File: src/rtl/cordic_phase_feeder_pkg.sv
// Shared constants for the CORDIC phase feeder: word width derivation,
// gain-compensated start vector and phase-to-Z angle scaling.
package cordic_phase_feeder_pkg;

  // 1/K of the CORDIC rotation chain (0.60725) in Q16.
  localparam int CORDIC_GAIN_Q16 = 32'sd39797;

  function automatic int calc_bitwidth(input int n_int, input int n_frac);
    return n_int - n_frac + 32'sd1;
  endfunction

  function automatic int gain_x_init(input int bw);
    longint prod;
    prod = longint'(CORDIC_GAIN_Q16) * (64'sd1 <<< (bw - 32'sd1));
    return int'((prod + 64'sd32768) >>> 32'sd16);
  endfunction

  // Z LSB weighs pi / 2^BITWIDTH, so [-pi/2, pi/2) spans the full signed range.
  function automatic int z_slice_lsb(input int phase_bw, input int bw);
    return phase_bw - bw - 32'sd1;
  endfunction

endpackage

File: src/rtl/cordic_phase_feeder_pipe_delay.sv
// Fixed-depth shift register for side-band flags; shifts every cycle,
// async reset and synchronous clear both empty the pipe.
module pipe_delay #(
  parameter int WIDTH = 1,
  parameter int DEPTH = 1
) (
  input  logic             clk_i,
  input  logic             rstn_i,
  input  logic             clr_i,
  input  logic [WIDTH-1:0] d_i,
  output logic [WIDTH-1:0] q_o
);

  logic [DEPTH-1:0][WIDTH-1:0] stage_q;
  logic [DEPTH-1:0][WIDTH-1:0] stage_d;

  // Next-state of the shift chain, zeroed on clear.
  always_comb begin
    stage_d = stage_q;
    if (clr_i) begin
      stage_d = '0;
    end else begin
      stage_d[0] = d_i;
      for (int i = 1; i < DEPTH; i++) begin
        stage_d[i] = stage_q[i-1];
      end
    end
  end

  // Stage registers.
  always_ff @(posedge clk_i or negedge rstn_i) begin
    if (!rstn_i) begin
      stage_q <= '0;
    end else begin
      stage_q <= stage_d;
    end
  end

  assign q_o = stage_q[DEPTH-1];

endmodule

File: src/rtl/cordic_phase_feeder.sv
// Phase accumulator feeding a rotation-mode CORDIC: folds the phase into
// [-pi/2, pi/2) with a quadrant-flip flag and aligns side-band flags.
module cordic_phase_feeder
  import cordic_phase_feeder_pkg::*;
#(
  parameter int N_INT          = 0,
  parameter int N_FRAC         = -7,
  parameter int PHASE_BITWIDTH = 16,
  parameter int N_STAGES       = 8,
  parameter int X_INIT         = gain_x_init(calc_bitwidth(N_INT, N_FRAC)),
  localparam int BITWIDTH      = calc_bitwidth(N_INT, N_FRAC)
) (
  input  logic                      clk_i,
  input  logic                      rstn_i,
  input  logic                      en_i,
  input  logic                      clr_i,
  input  logic [PHASE_BITWIDTH-1:0] freq_word_i,
  input  logic [PHASE_BITWIDTH-1:0] phase_offset_i,
  output logic signed [BITWIDTH-1:0] X_o,
  output logic signed [BITWIDTH-1:0] Y_o,
  output logic signed [BITWIDTH-1:0] Z_o,
  output logic                      valid_o,
  output logic                      flip_o,
  output logic                      valid_aln_o,
  output logic                      flip_aln_o
);

  localparam int Z_LSB = z_slice_lsb(PHASE_BITWIDTH, BITWIDTH);

  logic [PHASE_BITWIDTH-1:0] acc_q, acc_d;
  logic [PHASE_BITWIDTH-1:0] phase_s, fold_s;
  logic                      flip_s;
  logic signed [BITWIDTH-1:0] x_q, x_d, y_q, y_d, z_q, z_d;
  logic                      valid_q, valid_d, flip_q, flip_d;
  logic [1:0]                aln_s;

  // Phase fold: second/third quadrant angles are rotated by pi and flagged.
  always_comb begin
    phase_s = acc_q + phase_offset_i;
    flip_s  = phase_s[PHASE_BITWIDTH-1] ^ phase_s[PHASE_BITWIDTH-2];
    fold_s  = phase_s ^ {flip_s, {(PHASE_BITWIDTH-1){1'b0}}};
  end

  // Next-state: clear wins over strobe; idle cycles hold the vector.
  always_comb begin
    acc_d   = acc_q;
    x_d     = x_q;
    y_d     = y_q;
    z_d     = z_q;
    flip_d  = flip_q;
    valid_d = 1'b0;
    if (clr_i) begin
      acc_d = '0;
    end else if (en_i) begin
      acc_d   = acc_q + freq_word_i;
      x_d     = BITWIDTH'(X_INIT);
      y_d     = '0;
      z_d     = BITWIDTH'(fold_s >> Z_LSB);
      flip_d  = flip_s;
      valid_d = 1'b1;
    end else begin
      valid_d = 1'b0;
    end
  end

  // Accumulator and output vector registers.
  always_ff @(posedge clk_i or negedge rstn_i) begin
    if (!rstn_i) begin
      acc_q   <= '0;
      x_q     <= '0;
      y_q     <= '0;
      z_q     <= '0;
      flip_q  <= 1'b0;
      valid_q <= 1'b0;
    end else begin
      acc_q   <= acc_d;
      x_q     <= x_d;
      y_q     <= y_d;
      z_q     <= z_d;
      flip_q  <= flip_d;
      valid_q <= valid_d;
    end
  end

  pipe_delay #(
    .WIDTH(2),
    .DEPTH(N_STAGES)
  ) u_sideband (
    .clk_i (clk_i),
    .rstn_i(rstn_i),
    .clr_i (clr_i),
    .d_i   ({valid_q, flip_q}),
    .q_o   (aln_s)
  );

  assign X_o         = x_q;
  assign Y_o         = y_q;
  assign Z_o         = z_q;
  assign valid_o     = valid_q;
  assign flip_o      = flip_q;
  assign valid_aln_o = aln_s[1];
  assign flip_aln_o  = aln_s[0];

endmodule

File: config.mk
export PLATFORM = sky130hd
export DESIGN_NAME = cordic_phase_feeder
export DESIGN_NICKNAME = d
export VERILOG_FILES = /design/src/rtl/cordic_phase_feeder_pkg.sv /design/src/rtl/cordic_phase_feeder_pipe_delay.sv /design/src/rtl/cordic_phase_feeder.sv
export SDC_FILE = /design/constraint.sdc
export NUM_CORES = 1
export LEC_CHECK = 0
export CORE_ASPECT_RATIO = 1.4
export CORE_UTILIZATION = 35
export CTS_BUF_LIST = sky130_fd_sc_hd__clkbuf_16
export DETAILED_ROUTE_END_ITERATION = 8
export PLACE_DENSITY = 0.69
export SLEW_MARGIN = 15
export SYNTH_ARGS = -nofsm -noshare
export SYNTH_HDL_FRONTEND = slang
export SYNTH_SLANG_ARGS = --single-unit
File: constraint.sdc
create_clock -name clk_i -period 4.55 [get_ports clk_i]
set_clock_uncertainty 0.15 [all_clocks]
set_input_delay 0.91 -clock clk_i [delete_from_list [all_inputs] [get_ports clk_i]]
set_output_delay 0.91 -clock clk_i [all_outputs]
set_load 0.005 [all_outputs]
; After elaboration in Yosys (flattened, before gate mapping)
; Cells that the tools add are included.
[word_totals]
mem_count = 0
ram_bits = 0
elab_cells = 25
mem_bits_ro = 0
out_inout_bits = 28
latchBits = 0
inputBits = 36
ff_bits = 43
[op_classes]
n_eq_ne = 0
reduce_logical = 2
add_sub_neg = 2
n_lt_le_gt_ge = 0
mux = 5
bitwise = 3
mul = 0
div_mod_pow = 0
shift = 0
[op_table]
columns = op, count
row1 = 2-to-1 mux 16 bit, 3
row2 = adder 16 bit, 2
row3 = bitwise XOR 15 x 1 -> 15 bit (second input constant), 1
row4 = 2-to-1 mux 1 bit, 2
row5 = AND reduction 2 bit, 1
row6 = nonzero test 2 bit, 1
row7 = inverter 1 bit, 1
row8 = bitwise XOR 1 bit, 1

; Longest topological paths before layout
; Gate-level depths: netlist of the first run.
[depth]
ltp_word = 3
ltp_mapped = 10
ltp_nobuf = 10

; Cells and area by module
; Synthesis of the first run repeated with hierarchy kept, for this count alone.
[hier_totals]
cells_unflattened = 321
area_unflattened_um2 = 3034.2
[modules_own_cells]
columns = mod, seq_area_each_um2, n_inst, cells_per_inst, area_each_um2
row1 = cordic_phase_feeder, 675.6, 1, 286, 2474.9
row2 = pipe_delay, 400.4, 1, 35, 559.3

; Worst setup path before layout of the first run
; No wires, ideal clock.
[synth_timing]
path_kind = input to register
from = in freq_word_i[0]
to = reg acc_q[12]
t_arrival_ns = 2.580
setup_slack_ns = 1.675
required_ns = 4.255
n_path_buf = 0
path_stages = 10
setup_ns = 0.145
cell_sequence = ha_1 > inv_1 > fa_1 > nor2b_1 > o21ai_1 > a21boi_1 > o21ai_1 > a21o_1 > o311ai_0 > o211ai_1
[synth_via]
elab_chain_len = 3
[synth_lines]
columns = item, line_no
row1 = from (decl), cordic_phase_feeder.sv:17  ; input logic [PHASE_BITWIDTH-1:0] freq_word_i,
row2 = adder 16 bit, cordic_phase_feeder.sv:55  ; acc_d = acc_q + freq_word_i;
row3 = 2-to-1 mux 16 bit, cordic_phase_feeder.sv:54  ; end else if (en_i) begin
row4 = 2-to-1 mux 16 bit, cordic_phase_feeder.sv:52  ; if (clr_i) begin
row5 = to (signal assigned), cordic_phase_feeder.sv:69  ; acc_q <= '0;
row6 = to (signal assigned), cordic_phase_feeder.sv:76  ; acc_q <= acc_d;
row7 = to (decl), cordic_phase_feeder.sv:30  ; logic [PHASE_BITWIDTH-1:0] acc_q, acc_d;
; No other way between the ends. The select of a mux whose other input is x is not followed.
; A chain may end at the register's enable or synchronous reset.

; Worst setup path in the final report of the first run
[layout_timing]
from = in freq_word_i[0]
to = reg acc_q[14]
; Same word-level chain as after synthesis.

==> results of run 1 <==
[kinds of logic (layout without fill, tap and decap cells)]
| family | after synthesis | in the layout | synth area share [%] |
|---|---|---|---|
| AND/OR/NAND/NOR | 116 | 116 | 20.4 |
| flip-flops | 43 | 43 | 36.7 |
| other | 1 | 12 | 0.128 |
| adder cells (fa/ha/maj) | 30 | 30 | 13.0 |
| XOR/XNOR | 11 | 11 | 3.28 |
| multiplexers | 9 | 9 | 3.15 |
| AO/OA/AOI/OAI | 74 | 74 | 17.2 |
| buffers and inverters | 33 | 70 | 6.18 |
[power breakdown]
| part | switching [W] | total, W | internal (W) |
|---|---|---|---|
| clock network | 0.000146 | 0.000346 | 0.000200 |
| registers | 0.0000340 | 0.000463 | 0.000429 |
| logic | 0.000192 | 0.000397 | 0.000205 |
| total | 0.000372 | 0.00121 | 0.000834 |
[state kept, by name, summed over array words and instances, names as in the netlist]
name	count
Z_o	8
u_sideband.q_o	2
valid_o	1
flip_o	1
u_sideband.stage_q	14
acc_q	16
X_o	1
[final timing paths]
check	from	end	cells past startpoint
setup / recovery	freq_word_i[0]	acc_q[14]$_DFFE_PN0P_	11
hold / removal	u_sideband.stage_q[10]$_DFF_PN0_	u_sideband.stage_q[12]$_DFF_PN0_	1
setup reg to reg	acc_q[0]$_DFFE_PN0P_	acc_q[14]$_DFFE_PN0P_	10
hold reg to reg	u_sideband.stage_q[10]$_DFF_PN0_	u_sideband.stage_q[12]$_DFF_PN0_	1
max in group asynchronous	rstn_i	Z_o[2]$_DFFE_PN0P_	1
min in group asynchronous	rstn_i	acc_q[1]$_DFFE_PN0P_	1
[metal layers]
layer | vias up | track usage [%] | wire length, um
met1 | 1130 | 18.0 | 2760
li1 | 1191 | - | -
met2 | 38 | 28.6 | 3230
met5 | - | 0 | 0
met4 | 0 | 6.75 | 118
met3 | 10 | 2.06 | 160
[per-stage QoR]
step	hold WS, ps	power [W]
after floorplan	289	0.000730
after global placement	295	0.000860
after detailed placement	304	0.000869
after CTS	323	0.00122
after global routing	341	0.00129
final	317	0.00121
[final cells by class]
class / instances / area share (%)
clock buffer: 5 / 3.45
clock inverter: 3 / 0.449
inverter: 8 / 0.829
multi-input combinational: 252 / 47.5
sequential: 43 / 29.7
tap: 102 / 3.52
timing repair buffer: 54 / 14.6
[placed cells by master (no fill, tap or decap), types with 4 or more instances in the layout]
cell type         n
o21ai_0          11
conb_1           12
nor3_1            5
mux2i_1           7
a211oi_1          5
clkdlybuf4s50_1  50
o211ai_1          4
o21ai_1           4
nor2b_1          22
xnor2_1           6
clkbuf_16         5
nand4_1           4
inv_1             9
nand3_1          10
nand2b_1          6
or3_1             4
a21o_1           15
a21oi_1          16
nand2_1          27
dfrtp_1          43
nor2_1           27
xor2_1            5
ha_1             29
[synth_stat cells, types with 2 or more instances]
cell | count | share of area, %
a21oi_2 | 2 | 0.60
nor2_1 | 27 | 3.5
mux2i_1 | 7 | 2.4
nor4bb_1 | 2 | 0.68
nor2b_1 | 22 | 4.7
clkbuf_1 | 6 | 0.77
xnor2_1 | 6 | 1.8
mux2_2 | 2 | 0.77
a21oi_1 | 16 | 2.7
a211oi_1 | 5 | 1.3
o311ai_0 | 3 | 0.90
nand3_1 | 10 | 1.7
ha_1 | 29 | 12
nand2_1 | 27 | 3.5
o21ai_0 | 11 | 1.9
dfrtp_1 | 43 | 37
inv_1 | 8 | 1.0
nor3_1 | 5 | 0.85
xor2_1 | 5 | 1.5
a21o_1 | 15 | 3.8
nand4_1 | 4 | 0.85
buf_4 | 15 | 3.8
o21a_1 | 2 | 0.51
o21ai_1 | 4 | 0.68
buf_1 | 3 | 0.38
nand2b_1 | 6 | 1.3
o31a_1 | 3 | 0.90
nand4b_1 | 2 | 0.60
or3_1 | 4 | 0.85
o211ai_1 | 4 | 1.0
==> flow_metrics.env, run 1 <==
export IMPL_fin_crit_ps=3350
export IMPL_drv_slew=0
export IMPL_cts_hold_buf=0
export IMPL_cp_start_kind="primary input"
export IMPL_fin_crit_sh_pct=73.7
export IMPL_grt_ovfl_total=0
export IMPL_setup_ws_ps=1200
export IMPL_cts_buffers=5
export IMPL_tightest_slew_ps=964
export IMPL_outcome="finished, final reports clean"
export IMPL_wirelength_um=6270
export IMPL_hp_class="register to register"
export IMPL_cp_arrival_ps=3360
export IMPL_peakVddDrop_v=0.000206
export IMPL_grt_max_degree=44
export IMPL_cts_sinks=43
export IMPL_fmax_mhz=298
export IMPL_viasPerCell=5.07
export IMPL_dp_cells=459
export IMPL_clock_latency_ps=290
export IMPL_die_w_um=79.4
export IMPL_critPathTopFamily="compound AO/OA/AOI/OAI gates"
export IMPL_firstDrtPassIters=4
export IMPL_gp_congestion=0.845
export IMPL_wire_per_inst_um=13.4
export IMPL_rrSetupSlack_ps=1900
export IMPL_syn_inst=317
export IMPL_rows=39
export IMPL_drt_iter0_markers=69
export IMPL_core_area_mm2=0.00815
export IMPL_path_cells="clkdlybuf4s50_1 -> ha_1 -> inv_1 -> fa_1 -> nor2b_1 -> o21ai_1 -> a21boi_1 -> o21ai_1 -> a211oi_1 -> o31a_1 -> o211ai_1"
export IMPL_finalHoldViolations=0
export IMPL_grt_pass1_vias=2370
export IMPL_htreeDepth=2
export IMPL_design_area_mm2=0.00362
export IMPL_cts_tree="done"
export IMPL_hpwlAfterDp_um=4800
export IMPL_diodes=0
export IMPL_path_buf_inv=2
export IMPL_synth_cell_types=49
export IMPL_cts_root_buffer="clkbuf_16"
export IMPL_slew_headroom_pct=35.8
export IMPL_postCtsSetupBuffers=0
export IMPL_cp_max_fo=4
export IMPL_nets=430
export IMPL_pre_cts_ws_ps=888
export IMPL_drv_cap=0
export IMPL_fillers=789
export IMPL_syn_avg_cell_area_um2=9.26
export IMPL_cp_slowest_cell="a211oi_1"
export IMPL_final_core_util_pct=44.4
export IMPL_clk_pin_slew_worst_paths_ps=60
export IMPL_layout_drive_gt1_share_pct=4.93
export IMPL_ctsResizeCount=0
export IMPL_crit_top_cell="o21ai_1"
export IMPL_setup_viol=0
export IMPL_initial_utilization_pct=36.0
export IMPL_multi_input_area_mm2=0.00172
export IMPL_die_h_um=110
export IMPL_synth_seq_cells=43
export IMPL_synth_flop_cell="dfrtp_1"
export IMPL_grt_pass1_wl_um=10500
export IMPL_track_usage_pct=15.6
export IMPL_ios=64
export IMPL_ys_seq_area_share_pct=36.7
export IMPL_die_area_mm2=0.00876
export IMPL_drcViolationCount=0
export IMPL_clockBufferDepth=2
export IMPL_crit_path_max_incr_delay_ps=490
export IMPL_synth_enable_flop_cells=0
export IMPL_antenna_found_initial=0
export IMPL_crit_required_ps=4560
export IMPL_layoutNonFillerInstCount=467
export IMPL_seqCellArea_mm2=0.00108
export IMPL_cp_end_kind="register"
export IMPL_async_flop_share_pct=100
export IMPL_p_per_area_mw_per_mm2=333
export IMPL_placed_cell_area_mm2=0.00348
export IMPL_yosysWarnings=0
export IMPL_path_class="primary input to register"
export IMPL_grt_setup_unrepaired="no"
export IMPL_setup_tns_ps=0
export IMPL_vias=2369
export IMPL_drtAntennaViolNets=0
export IMPL_synthToLayoutAreaGrowth_pct=23.4
export IMPL_p_leak_nw=1.69
export IMPL_portBuffers=51
export IMPL_syn_area_mm2=0.00294
Note: power is estimated with default switching activity, not from simulation.
==> run 2: changes to the inputs <==
--- a/config.mk
+++ b/config.mk
@@ -9,7 +9,7 @@
 export CORE_UTILIZATION = 35
 export CTS_BUF_LIST = sky130_fd_sc_hd__clkbuf_16
 export DETAILED_ROUTE_END_ITERATION = 8
-export PLACE_DENSITY = 0.69
+export PLACE_DENSITY = 0.71
 export SLEW_MARGIN = 15
 export SYNTH_ARGS = -nofsm -noshare
 export SYNTH_HDL_FRONTEND = slang
==> constraint.sdc (replaced) <==
create_clock -name clk_i -period 2.9 [get_ports clk_i]
set_clock_uncertainty 0.15 [all_clocks]
set_input_delay 0.58 -clock clk_i [delete_from_list [all_inputs] [get_ports clk_i]]
set_output_delay 0.58 -clock clk_i [all_outputs]
set_load 0.005 [all_outputs]
==> run 2 against run 1 <==
  * Cell count rose by 3.6%
  * Register-to-register slack got worse by 1400 ps
  * Count of clock-buffer cells in the layout did not move
  * Largest cell class unchanged
==> flow_metrics.env, run 2 (synthesized netlist as in run 1, its figures left out) <==
export IMPL_grt_ovfl_total=0
export IMPL_grt_setup_unrepaired="no"
export IMPL_power_switching_w=0.000582
export IMPL_hp_class="primary input to asynchronous set/reset pin"
export IMPL_crit_path_max_incr_delay_ps=420
export IMPL_layout_drive_gt1_share_pct=10.2
export IMPL_p_per_area_mw_per_mm2=511
export IMPL_fin_crit_sh_pct=93.6
export IMPL_holdWs_ps=274
export IMPL_cp_arrival_ps=2740
export IMPL_postCtsSetupBuffers=0
export IMPL_cts_root_buffer="clkbuf_16"
export IMPL_fmax_mhz=368
export IMPL_die_h_um=110
export IMPL_placed_cell_area_mm2=0.00361
export IMPL_drtAntennaViolNets=0
export IMPL_tightest_slew_ps=902
export IMPL_drv_cap=0
export IMPL_p_sw_share_pct=30.2
export IMPL_track_usage_pct=15.1
export IMPL_peakVddDrop_v=0.000315
export IMPL_cts_buffers=5
export IMPL_path_buf_inv=1
export IMPL_p_leak_nw=1.78
export IMPL_grt_pass1_vias=2317
export IMPL_combinationalPowerShare_pct=35.0
export IMPL_cts_hold_buf=0
export IMPL_setup_viol=0
export IMPL_design_area_mm2=0.00377
export IMPL_clock_latency_ps=280
export IMPL_p_int_w=0.00134
export IMPL_core_area_mm2=0.00815
export IMPL_fin_crit_ps=2720
export IMPL_portBuffers=51
export IMPL_setup_ws_ps=184
export IMPL_htreeDepth=2
export IMPL_drt_iter0_markers=106
export IMPL_seqCellArea_mm2=0.00108
export IMPL_firstDrtPassIters=4
export IMPL_die_w_um=79.4
export IMPL_path_class="primary input to register"
export IMPL_cp_end_kind="register"
export IMPL_die_area_mm2=0.00876
export IMPL_cp_start_kind="primary input"
export IMPL_cp_slowest_cell="clkdlybuf4s50_1"
export IMPL_synthToLayoutAreaGrowth_pct=28.3
export IMPL_finalHoldViolations=0
export IMPL_vias=2449
export IMPL_final_common_cell="clkdlybuf4s50_1"
export IMPL_rows=39
export IMPL_wire_per_inst_um=12.6
export IMPL_regMostFlops="acc_q"
export IMPL_cts_tree="done"
export IMPL_viasPerCell=5.06
export IMPL_wirelength_um=6110
export IMPL_regToRegStartpoint="acc_q[1]$_DFFE_PN0P_"
export IMPL_antenna_found_initial=0
export IMPL_power_frac_seq_pct=37.8
export IMPL_cp_startpoint="freq_word_i[1]"
export IMPL_multi_input_area_mm2=0.00174
export IMPL_ios=64
export IMPL_initial_utilization_pct=36.0
export IMPL_critPathTopFamily="multiplexers"
export IMPL_final_core_util_pct=46.2
export IMPL_clockBufferDepth=2
export IMPL_largest_register_ffs=16
export IMPL_path_cells="clkdlybuf4s50_1 -> ha_1 -> a21oi_1 -> nand4b_1 -> a21oi_2 -> nor3_1 -> o21ai_1 -> mux2i_1 -> mux2_2"
export IMPL_drcViolationCount=0
export IMPL_cts_sinks=43
export IMPL_diodes=0
export IMPL_drv_slew=0
export IMPL_clkPwrFrac_pct=27.2
export IMPL_slew_headroom_pct=39.8
export IMPL_cp_max_fo=3
export IMPL_fillers=771
export IMPL_hpwlAfterDp_um=4860
export IMPL_outcome="finished, final reports clean"
export IMPL_layout_common_cells="clkdlybuf4s50_1, dfrtp_1, ha_1"
export IMPL_nets=447
export IMPL_gp_congestion=0.827
export IMPL_grt_pass1_wl_um=10200
export IMPL_crit_required_ps=2920
export IMPL_clk_pin_slew_worst_paths_ps=60
export IMPL_pre_cts_ws_ps=-262
export IMPL_grt_max_degree=44
==> run 2: changes by cell type in the layout (fill, tap and decap cells not counted), sizes merged <==
cell  before  now
buf        4   21
==> run 2: worst paths after layout <==
kind / end / slack [ps] / cells after the start
min: acc_q[1]$_DFFE_PN0P_ / 270 / 1
max: acc_q[15]$_DFFE_PN0P_ / 180 / 9
max in group asynchronous: u_sideband.stage_q[4]$_DFF_PN0_ / 1750 / 1
max reg2reg: acc_q[15]$_DFFE_PN0P_ / 500 / 8
min in group clk_i: u_sideband.stage_q[12]$_DFF_PN0_ / 310 / 1
min reg2reg: u_sideband.stage_q[12]$_DFF_PN0_ / 310 / 1
==> run 2: layout make-up <==
type | count | area share [%]
multi-input combinational | 252 | 46.1
tap | 102 | 3.39
sequential | 43 | 28.6
clock buffer | 5 | 3.32
inverter | 8 | 0.797
timing repair buffer | 71 | 17.4
clock inverter | 3 | 0.432
==> run 2: per-layer routing <==
metal | up-vias | wire length, um | GRT usage (%)
met2 | 38 | 3150 | 26.9
met3 | 11 | 140 | 2.06
met1 | 1172 | 2630 | 17.4
li1 | 1228 | - | -
met4 | 0 | 185 | 8.05
met5 | - | 0 | 0
==> run 2: repair_timing <==
action,in CTS,in global routing
gates resized for setup,0,5
endpoints found under the hold margin,0,0
endpoints found under the setup margin,0,4
==> run 2: metrics by stage <==
stage / total power [W] / instances / TNS (ps)
2_1_floorplan: 0.00115 / 328 / 0
3_3_place_gp: 0.00139 / 476 / -626
3_5_place_dp: 0.00141 / 476 / -970
4_1_cts: 0.00194 / 484 / 0
5_1_grt: 0.00206 / 484 / 0
6_report: 0.00193 / 484 / 0
==> run 2: power groups by stage <==
stage | clock [W] | sequential [W] | combinational (W)
after detailed placement | 0 | 0.000739 | 0.000666
after floorplan | 0 | 0.000725 | 0.000420
after CTS | 0.000538 | 0.000729 | 0.000671
final | 0.000524 | 0.000728 | 0.000674
after global placement | 0 | 0.000737 | 0.000653
after global routing | 0.000561 | 0.000738 | 0.000757
==> run 3: changes to the inputs <==
--- a/config.mk
+++ b/config.mk
@@ -8,6 +8,7 @@
 export CORE_ASPECT_RATIO = 1.4
 export CORE_UTILIZATION = 35
 export CTS_BUF_LIST = sky130_fd_sc_hd__clkbuf_16
+export CTS_CLUSTER_SIZE = 10
 export DETAILED_ROUTE_END_ITERATION = 8
 export PLACE_DENSITY = 0.71
 export SLEW_MARGIN = 15
==> results of run 3 <==
Final layout, timing and power as in run 2 (identical DEF).
==> RTL edit: new RTL, config.mk and constraints of run 3 <==
Put a register stage on the outputs `valid_aln_o` and `flip_aln_o`, cleared by the reset. The values now appear one clock later. The other outputs are not delayed to match.
--- a/src/rtl/cordic_phase_feeder.sv
+++ b/src/rtl/cordic_phase_feeder.sv
@@ -98,8 +98,15 @@
   assign Z_o         = z_q;
   assign valid_o     = valid_q;
   assign flip_o      = flip_q;
-  assign valid_aln_o = aln_s[1];
-  assign flip_aln_o  = aln_s[0];
+  always_ff @(posedge clk_i or negedge rstn_i) begin
+    if (!rstn_i) begin
+      valid_aln_o <= '0;
+      flip_aln_o  <= '0;
+    end else begin
+      valid_aln_o <= aln_s[1];
+      flip_aln_o  <= aln_s[0];
+    end
+  end
 
 endmodule
 
Formal check against the unedited RTL: not equivalent (a bounded check fails within 10 cycles, from zero or initial values and one cycle with rstn_i low).
==> RTL edit against run 3 <==
Total power grew 6.2%; critical endpoint is now acc_q[12]; sequential cell count increased by 2; setup slack lost 0.093 ns; first-iteration DRC count up 2.8%; final area increased by 1.6%; via count increased by 0.12%; area after synthesis up 1.7%; wire length grew 3.5%; largest power group unchanged.
==> RTL edit: results (changes against run 3) <==
[status]
status = completed

[sta]
tightest_slew_ns = 0.9639  ; +0.06158 ns

[final_layout]
layout-drive-gt1-share_pct = 9.115  ; -1.1 points
diodes = 0  ; unchanged
largest_reg_flops = 16  ; unchanged
largest-register = acc_q
final_nets = 449  ; +0.45%

[route]
wl_met1_um = 2817  ; +7.0%
met2_length_um = 3232  ; +2.7%
met3_wirelength_um = 175  ; +25%
viasPerCell = 5.045  ; -0.29%
first_iter_violations = 109  ; +2.8%
routed_wl_um = 6317  ; +3.5%

[global_route]
grt_start_max_net_pins = 46  ; +4.5%
met2_usage_pct = 27.35  ; +0.44 points
grt_use_met1_pct = 18.91  ; +1.5 points
grt_usage_pct = 15.47  ; +0.38 points
grt_pass1_vias = 2420  ; +4.4%
grtUsageMet3_pct = 1.975  ; -0.082 points
grt_pass1_wl_um = 10960  ; +7.0%

[synthesis]
synthTopCellsByCount = dfrtp_1, ha_1, nand2_1, nor2_1, nor2b_1
synth_warnings = 0  ; unchanged
synth-seq-area-share_pct = 37.72  ; +1.1 points
ys_top_cells_by_area = dfrtp_1, ha_1, nor2b_1, a21o_1, buf_4

[power_and_ir_drop]
power_frac_clock_pct = 30.3  ; +3.1 points
power_mw = 2.045  ; +6.2%
p_leak_nw = 1.817  ; +2.2%
p_sw_share_pct = 28.80  ; -1.4 points
sequentialPower_mw = 0.757  ; +4.0%
vdd_drop_max_v = 0.0003751  ; +19%

[critical_path]
cp_max_fo = 3  ; unchanged
slowest_delay_ns = 0.47  ; +0.05 ns
cp_top_family = compound AO/OA/AOI/OAI gates
crit_arrival_ns = 2.86  ; +0.12 ns

[placed_design]
pre_cts_ws_ns = -0.2425  ; +0.01903 ns
place_hpwl_um = 5011  ; +3.0%
place.gp.congestion = 0.8295  ; +0.34%

[hold_path]
hold_class = flip-flop to flip-flop

[RTL edit: cell families (layout without fill, tap and decap cells)]
kind of cell / after synthesis / after routing / share of synthesized area [%]
AOI/OAI and AO/OA: 74 / 74 / 16.89
xor gates and xnor gates: 11 / 11 / 3.227
adders and majority gates: 30 / 30 / 12.82
buffers and inverters: 33 / 87 / 6.077
DFF: 45 / 45 / 37.72
muxes: 9 / 9 / 3.101
other: 1 / 12 / 0.1256
and+or+nand+nor: 116 / 116 / 20.03
[RTL edit: worst register-to-register path, delay by kind of cell (launching register included)]
| kind | cells | cell delay [ns] |
|---|---|---|
| AOI/OAI and AO/OA | 6 | 1.04 |
| DFF | 1 | 0.38 |
| buffers and inverters | 1 | 0.06 |
| adders and majority gates | 2 | 0.58 |
| and+or+nand+nor | 1 | 0.13 |
[RTL edit: stage by stage]
| step | std cells | instance area, sq um |
|---|---|---|
| after detailed placement | 478 | 3659 |
| after global routing | 486 | 3829 |
| after global placement | 478 | 3659 |
| final | 486 | 3829 |
| after CTS | 486 | 3821 |
| after floorplan | 330 | 3027 |
[RTL edit: path summary, 6_finish.rpt]
check,endpoint,slack [ns],from,depth (start not counted)
max,acc_q[12],0.09,freq_word_i[0],11
min,valid_aln_o,0.20,u_sideband.q_o[1],0
max reg2reg,acc_q[12],0.48,acc_q[0],10
min reg2reg,valid_aln_o,0.20,u_sideband.q_o[1],0
max in group asynchronous,u_sideband.stage_q[3],1.69,rstn_i,1
min in group asynchronous,u_sideband.stage_q[6],0.31,rstn_i,1
[RTL edit: final cells by class]
type	count	area [sq um]
fill	795	4369
multi-input combinational	252	1727
sequential	45	1126
timing repair buffer	71	655.6
tap	102	127.6
clock buffer	5	125.1
clock inverter	3	37.54
inverter	8	30.03
